===== config.mk =====
export PLATFORM = sky130hd
export DESIGN_NAME = boton_selector
export DESIGN_NICKNAME = d
export VERILOG_FILES = /design/src/rtl/boton_selector.sv
export SDC_FILE = /design/constraint.sdc
export NUM_CORES = 1
export LEC_CHECK = 0
export ABC_AREA = 1
export ABC_CLOCK_PERIOD_IN_PS = 2700
export CAP_MARGIN = 20
export CELL_PAD_IN_SITES_DETAIL_PLACEMENT = 0
export CELL_PAD_IN_SITES_GLOBAL_PLACEMENT = 1
export CORE_ASPECT_RATIO = 0.6
export CORE_MARGIN = 10
export CORE_UTILIZATION = 40
export DETAILED_ROUTE_END_ITERATION = 16
export GPL_ROUTABILITY_DRIVEN = 0
export PLACE_DENSITY_LB_ADDON = 0.1
export RECOVER_POWER = 25
export SLEW_MARGIN = 40
export SYNTH_ARGS = -nofsm -noshare
export SYNTH_HDL_FRONTEND = slang
export SYNTH_SLANG_ARGS = --single-unit

===== constraint.sdc =====
create_clock -name CLK -period 2.7 [get_ports CLK]
set_input_delay 0.405 -clock CLK [delete_from_list [all_inputs] [get_ports CLK]]
set_output_delay 0.405 -clock CLK [all_outputs]
set_load 0.1 [all_outputs]

===== src/rtl/boton_selector.sv =====
// rtl/boton_selector.sv - pushbutton conditioning and browse/confirm mode selector (optional AUTO_REPEAT_EN)
module boton_selector #(
    parameter int DEBOUNCE_CYCLES = 1_000_000,
    parameter int N_OPTS          = 5,
    parameter int REPEAT_CYCLES   = 25_000_000
) (
    input  logic       CLK,
    input  logic       RST,
    input  logic       BTN_UP,
    input  logic       BTN_DOWN,
    input  logic       BTN_OK,
    output logic [2:0] BOTON_SEL,
    output logic [2:0] MODO,
    output logic       MODO_STB,
    output logic       LOCKED
);

    localparam int             CW     = (DEBOUNCE_CYCLES > 1) ? $clog2(DEBOUNCE_CYCLES) : 1;
    localparam logic [CW-1:0]  DB_MAX = CW'(DEBOUNCE_CYCLES - 1);
    localparam logic [2:0]     NMAX   = 3'(N_OPTS);

    typedef enum logic [1:0] {
        S_IDLE   = 2'd0,
        S_BROWSE = 2'd1,
        S_LOCKED = 2'd2
    } state_t;

    // Bit order in all button vectors: [0]=UP, [1]=DOWN, [2]=OK
    logic [2:0]    s1_q, s2_q, stable_q, stable_prev_q, press_q;
    logic [CW-1:0] cnt_q [3];

    state_t     state_q;
    logic [2:0] idx_q;
    logic [2:0] boton_sel_q, modo_q;
    logic       modo_stb_q, locked_q;

    logic       up_evt, dn_evt;
    logic       ev_ok, ev_up, ev_dn;
    logic [2:0] idx_up_d, idx_dn_d;

    // Synchronize, debounce and turn accepted rising levels into one-cycle presses
    always_ff @(posedge CLK) begin
        if (RST) begin
            s1_q          <= '0;
            s2_q          <= '0;
            stable_q      <= '0;
            stable_prev_q <= '0;
            press_q       <= '0;
            for (int i = 0; i < 3; i++) begin
                cnt_q[i] <= '0;
            end
        end else begin
            s1_q          <= {BTN_OK, BTN_DOWN, BTN_UP};
            s2_q          <= s1_q;
            stable_prev_q <= stable_q;
            press_q       <= stable_q & ~stable_prev_q;
            for (int i = 0; i < 3; i++) begin
                if (s2_q[i] == stable_q[i]) begin
                    cnt_q[i] <= '0;
                end else if (cnt_q[i] == DB_MAX) begin
                    stable_q[i] <= s2_q[i];
                    cnt_q[i]    <= '0;
                end else begin
                    cnt_q[i] <= cnt_q[i] + CW'(1);
                end
            end
        end
    end

`ifdef AUTO_REPEAT_EN
    localparam int            RW     = (REPEAT_CYCLES > 1) ? $clog2(REPEAT_CYCLES) : 1;
    localparam logic [RW-1:0] RP_MAX = RW'(REPEAT_CYCLES - 1);

    logic [RW-1:0] hold_cnt_q;
    logic          hold_run, rep_fire;

    assign hold_run = (state_q != S_IDLE) && (stable_q[0] ^ stable_q[1]) && !press_q[2];
    assign rep_fire = hold_run && (hold_cnt_q == RP_MAX);

    // Hold timer: runs only while a single step button stays pressed outside IDLE
    always_ff @(posedge CLK) begin
        if (RST || !hold_run || rep_fire) begin
            hold_cnt_q <= '0;
        end else begin
            hold_cnt_q <= hold_cnt_q + RW'(1);
        end
    end

    // Step requests come from fresh presses plus injected repeat steps
    always_comb begin
        up_evt = press_q[0] | (rep_fire & stable_q[0]);
        dn_evt = press_q[1] | (rep_fire & stable_q[1]);
    end
`else
    // Step requests come only from fresh presses
    always_comb begin
        up_evt = press_q[0];
        dn_evt = press_q[1];
    end
`endif

    // Arbitrate: OK wins, simultaneous UP and DOWN cancel; precompute wrapped indices
    always_comb begin
        ev_ok    = press_q[2];
        ev_up    = up_evt & ~dn_evt;
        ev_dn    = dn_evt & ~up_evt;
        idx_up_d = (idx_q >= NMAX) ? 3'd1 : idx_q + 3'd1;
        idx_dn_d = (idx_q <= 3'd1) ? NMAX : idx_q - 3'd1;
    end

    // Browse/confirm FSM with all outputs registered alongside the state
    always_ff @(posedge CLK) begin
        if (RST) begin
            state_q     <= S_IDLE;
            idx_q       <= 3'd1;
            boton_sel_q <= 3'd0;
            modo_q      <= 3'd0;
            modo_stb_q  <= 1'b0;
            locked_q    <= 1'b0;
        end else begin
            modo_stb_q <= 1'b0;
            case (state_q)
                S_IDLE: begin
                    if (!ev_ok && (ev_up || ev_dn)) begin
                        state_q     <= S_BROWSE;
                        idx_q       <= 3'd1;
                        boton_sel_q <= 3'd1;
                    end
                end
                S_BROWSE: begin
                    if (ev_ok) begin
                        state_q    <= S_LOCKED;
                        modo_q     <= idx_q;
                        modo_stb_q <= 1'b1;
                        locked_q   <= 1'b1;
                    end else if (ev_up) begin
                        idx_q       <= idx_up_d;
                        boton_sel_q <= idx_up_d;
                    end else if (ev_dn) begin
                        idx_q       <= idx_dn_d;
                        boton_sel_q <= idx_dn_d;
                    end
                end
                S_LOCKED: begin
                    if (ev_ok) begin
                        state_q     <= S_IDLE;
                        idx_q       <= 3'd1;
                        boton_sel_q <= 3'd0;
                        modo_q      <= 3'd0;
                        modo_stb_q  <= 1'b1;
                        locked_q    <= 1'b0;
                    end else if (ev_up) begin
                        state_q     <= S_BROWSE;
                        idx_q       <= idx_up_d;
                        boton_sel_q <= idx_up_d;
                        locked_q    <= 1'b0;
                    end else if (ev_dn) begin
                        state_q     <= S_BROWSE;
                        idx_q       <= idx_dn_d;
                        boton_sel_q <= idx_dn_d;
                        locked_q    <= 1'b0;
                    end
                end
                default: begin
                    state_q     <= S_IDLE;
                    idx_q       <= 3'd1;
                    boton_sel_q <= 3'd0;
                    locked_q    <= 1'b0;
                end
            endcase
        end
    end

    assign BOTON_SEL = boton_sel_q;
    assign MODO      = modo_q;
    assign MODO_STB  = modo_stb_q;
    assign LOCKED    = locked_q;

endmodule

Word-level counts from Yosys, hierarchy flattened --
Memory sizes are Yosys's and may differ from the RTL's. Cells that the tools add are included.
Word-level totals: flip-flop bits (word level) 28, RAM bits 60, bits of input ports 5, output and inout bits 8, logic and storage cells 140, memories kept 1
Memory list:
- cnt_q | depth 3, bits a word 20, read ports 3, clocked after memory_dff 0, wr ports 3, RTL line 30 | logic [CW-1:0] cnt_q [3];
Cells by class: $add $sub $neg 5, $lt $le $gt $ge 2, eq/ne operators 13, muxes and demuxes 72, bitwise gates (word level) 20, reductions and logical operators 14
Operator list (number):
- $mux W20 | 9
- $add A20 B1 Y20 const B | 3
- $eq A20 B20 Y1 const B | 3
- $mux W1 | 40
- $mux W3 | 13
- $pmux W3 S3 | 2
- $mux W2 | 5
- $or A1 B1 Y1 | 9
- $reduce_and A3 Y1 | 3
- $ne A2 B2 Y1 const B | 4
- $reduce_and A2 Y1 | 4
- $not A1 Y1 | 7
- $pmux W2 S3 | 1
- $pmux W3 S2 | 1
- $ne A4 B4 Y1 const B | 1
- $reduce_or A2 Y1 | 2
- $add A3 B1 Y3 const B | 1
- $and A3 B3 Y3 | 1
- $eq A1 B1 Y1 | 3
- $ge A3 B3 Y1 const B | 1
- $le A3 B1 Y1 const B | 1
- $not A3 Y3 | 1
- $pmux W1 S3 | 1
- $sub A3 B1 Y3 const B | 1
- 8 further kinds | 9

Longest topological paths before layout --
word-level depth 7, mapped depth 11

Least setup slack after synthesis --
No wires, ideal clock.
path kind flip-flop to flip-flop, start point mem cnt_q[1][0] (netlist bit), end point mem cnt_q[1][12] (netlist bit), data pin, setup time 260 ps, arrival 1357 ps, data required time 2440 ps, path slack 1084 ps, cell stages (with the launch flop) 8, path buffers 1, path through edfxtp_1 ha_1 nand3_4 nor2_8 nand4_4 nand2_2 buf_6 nor3_2
RTL lines (RTL line):
- from (decl) | 30

==> impl_metrics.json <==
{
  "outcome": "completed",
  "critPathBufInv": 0,
  "r2r_start": "cnt_q[1][0]",
  "clk_pin_slew_ps": 60,
  "cts_hold_buf": 0,
  "fmax_ghz": 0.4899,
  "async_flop_share": 0,
  "clk_latency_ps": 340,
  "fp.dieArea_mm2": 0.01757,
  "coreArea_mm2": 0.01218,
  "grt_usage": 0.1198,
  "min_path_cells": 1,
  "synth_flop_cell": "edfxtp_1",
  "finalMaxSlewViolations": 0,
  "fin_skew_ps": 6.642,
  "area_growth_syn_to_layout_pct": 15.42,
  "pre_cts_ws_ps": 490.2,
  "final_nets": 707,
  "ys_seq_area_frac": 0.4709,
  "setup_violations": 0,
  "synth_edf_count": 60,
  "power_density_mw_per_mm2": 532.7,
  "p_leak_nw": 2.201,
  "drive_gt1_frac": 0.09784,
  "design_power_total_mw": 3.084,
  "finalCritPeriodShare": 0.7560,
  "crit_arrival_ps": 2120,
  "cts.sinks": 88,
  "syn_area_mm2": 0.005016,
  "cts-resized-gates": 0,
  "critPathSlowestCell": "nand2_2",
  "grt_pass1_wl_mm": 17.14,
  "reg2reg_depth": 6,
  "via_per_inst": 4.530,
  "placementRows": 31,
  "first_global_vias": 3490,
  "antenna_found_initial": 0,
  "rsz0062_at_grt": "no",
  "finalCriticalPeriod_ps": 2041,
  "slew-limit-headroom": 0.2166,
  "crit_family": "simple AND/OR/NAND/NOR gates",
  "setup_ws_ps": 658.7,
  "synth_top_cell_area_share": 0.3592,
  "path_depth": 6,
  "hold_viol_final": 0,
  "synth_common_cells": "nand2_1 (137), nor2_1 (111), edfxtp_1 (60)",
  "ant_nets": 0,
  "grt_max_degree": 21,
  "antenna_cells": 0,
  "critPathCaptureType": "flip-flop",
  "num_vias": 3896,
  "worstSetupPathType": "flip-flop to flip-flop",
  "setup.worst_path.start": "cnt_q[1][0]",
  "die_h_um": 106.7,
  "ys.warnings.count": 0,
  "post_cts_buffers": 0,
  "synth_seq_cells": 88,
  "cts_made_buffers": 9,
  "cts_buffer_depth": 2,
  "initial_core_util": 0.4119,
  "postSynthCellCount": 614,
  "grt-ovfl-total": 0,
  "htreeDepth": 3,
  "r2r_end": "cnt_q[1][15]",
  "fp.dieW_um": 164.6,
  "cp.required_ps": 2780,
  "drt_iter0_drc": 217,
  "synth.largest_area_cell": "edfxtp_1",
  "dr.pass1.iters": 5,
  "synth_area_per_cell_um2": 8.169,
  "r2r_setup_slack_ps": 660,
  "maxCapViolCount": 0,
  "io_pins": 13,
  "wire_per_inst_um": 11.73,
  "endpoint": "cnt_q[1][15]",
  "cts_tree": "yes",
  "yosysMostFrequentCell": "nand2_1",
  "tightest_slew_ps": 1180,
  "remaining_drc_errors": 0,
  "cpPeakStageDelay_ps": 500,
  "ys_types": 38,
  "dp_hpwl_mm": 7.709,
  "critPathMaxFanout": 20,
  "peakVddDrop_mv": 0.2870,
  "routed_wl_mm": 10.09,
  "worstHoldPathType": "flip-flop to flip-flop",
  "cts-root-buf": "clkbuf_16",
  "crit_chain": "ha_1, nand3_4, nor2_8, nand4_4, nand2_2, nor2_2",
  "portBuffers": 12,
  "fin_setup_tns_ps": 0,
  "ys_top_cells_by_area": "edfxtp_1 (36%), dfxtp_1 (11%), nand2_1 (10%)",
  "start_kind": "flip-flop"
}
cells by family after synthesis:
| family | count (synthesis) | synth area share |
|---|---|---|
| and+or+nand+nor | 360 | 0.3298 |
| xor gates and xnor gates | 26 | 0.04540 |
| adders and majority gates | 12 | 0.02993 |
| DFF | 88 | 0.4709 |
| AOI/OAI and AO/OA | 55 | 0.06311 |
| buffers and inverters | 72 | 0.06011 |
| other | 1 | 0.0007476 |
per-layer routing:
metal,routed length (um),track usage,up-vias
met5,0,0,-
met4,97,0.03212,0
met3,429,0.03285,9
met2,3812,0.1561,53
met1,5747,0.1849,1728
li1,-,-,2106
layout make-up:
cell class | instances | area, um2
Tap cell | 165 | 206.4
Multi-Input combinational cell | 513 | 2574
Clock buffer | 12 | 279.0
Sequential cell | 88 | 2362
Clock inverter | 4 | 46.29
Timing Repair Buffer | 14 | 81.33
Inverter | 64 | 240.2
Fill cell | 1225 | 6390
worst min path at each step:
stage / start / end / slack, ps
2_1_floorplan: stable_prev_q[2] / press_q[2] / 370
3_3_place_gp: stable_prev_q[2] / press_q[2] / 380
4_1_cts: stable_prev_q[2] / press_q[2] / 390
3_5_place_dp: stable_prev_q[2] / press_q[2] / 380
5_1_grt: stable_prev_q[2] / press_q[2] / 400
6_report: stable_prev_q[2] / press_q[2] / 380
sequential cells by signal, summed over array words and instances, names as in the netlist:
name	cells
BOTON_SEL	3
LOCKED	1
MODO	3
MODO_STB	1
cnt_q	60
idx_q	3
press_q	3
s1_q	3
s2_q	3
stable_prev_q	3
stable_q	3
state_q	2
power by group:
group | internal (mW) | total (mW) | switching, mW | leakage [nW]
Combinational | 0.0610 | 0.196 | 0.135 | 1.19
Sequential | 1.49 | 1.54 | 0.0522 | 0.846
Clock | 0.828 | 1.35 | 0.520 | 0.163
layout by cell type (no fill, tap or decap), types with 2 or more instances in the layout:
cell	n
nand2_1	137
nor2_1	111
edfxtp_1	60
conb_1	60
inv_1	59
nand3_1	34
a21oi_1	31
dfxtp_1	28
nor2_2	19
nand4_1	15
xor2_1	14
nor3_1	13
xnor2_1	12
ha_1	12
o21ai_0	11
clkbuf_16	11
clkbuf_1	10
nand3b_1	7
a21oi_2	7
nand2_2	6
inv_2	5
nand3_2	5
or2_2	3
or2_0	3
clkdlybuf4s50_1	3
nor3_2	2
clkinv_2	2
stage by stage:
step / cell area (um2) / utilization / std cells / hold WS [ps]
final: 5789 / 0.4753 / 860 / 384.1
after detailed placement: 5498 / 0.4514 / 844 / 380.1
after CTS: 5823 / 0.4781 / 860 / 394.5
after global routing: 5789 / 0.4753 / 860 / 400.6
after global placement: 5498 / 0.4514 / 844 / 379.8
after floorplan: 5238 / - / 673 / 373.2
Power figures use the tool's default switching activity.
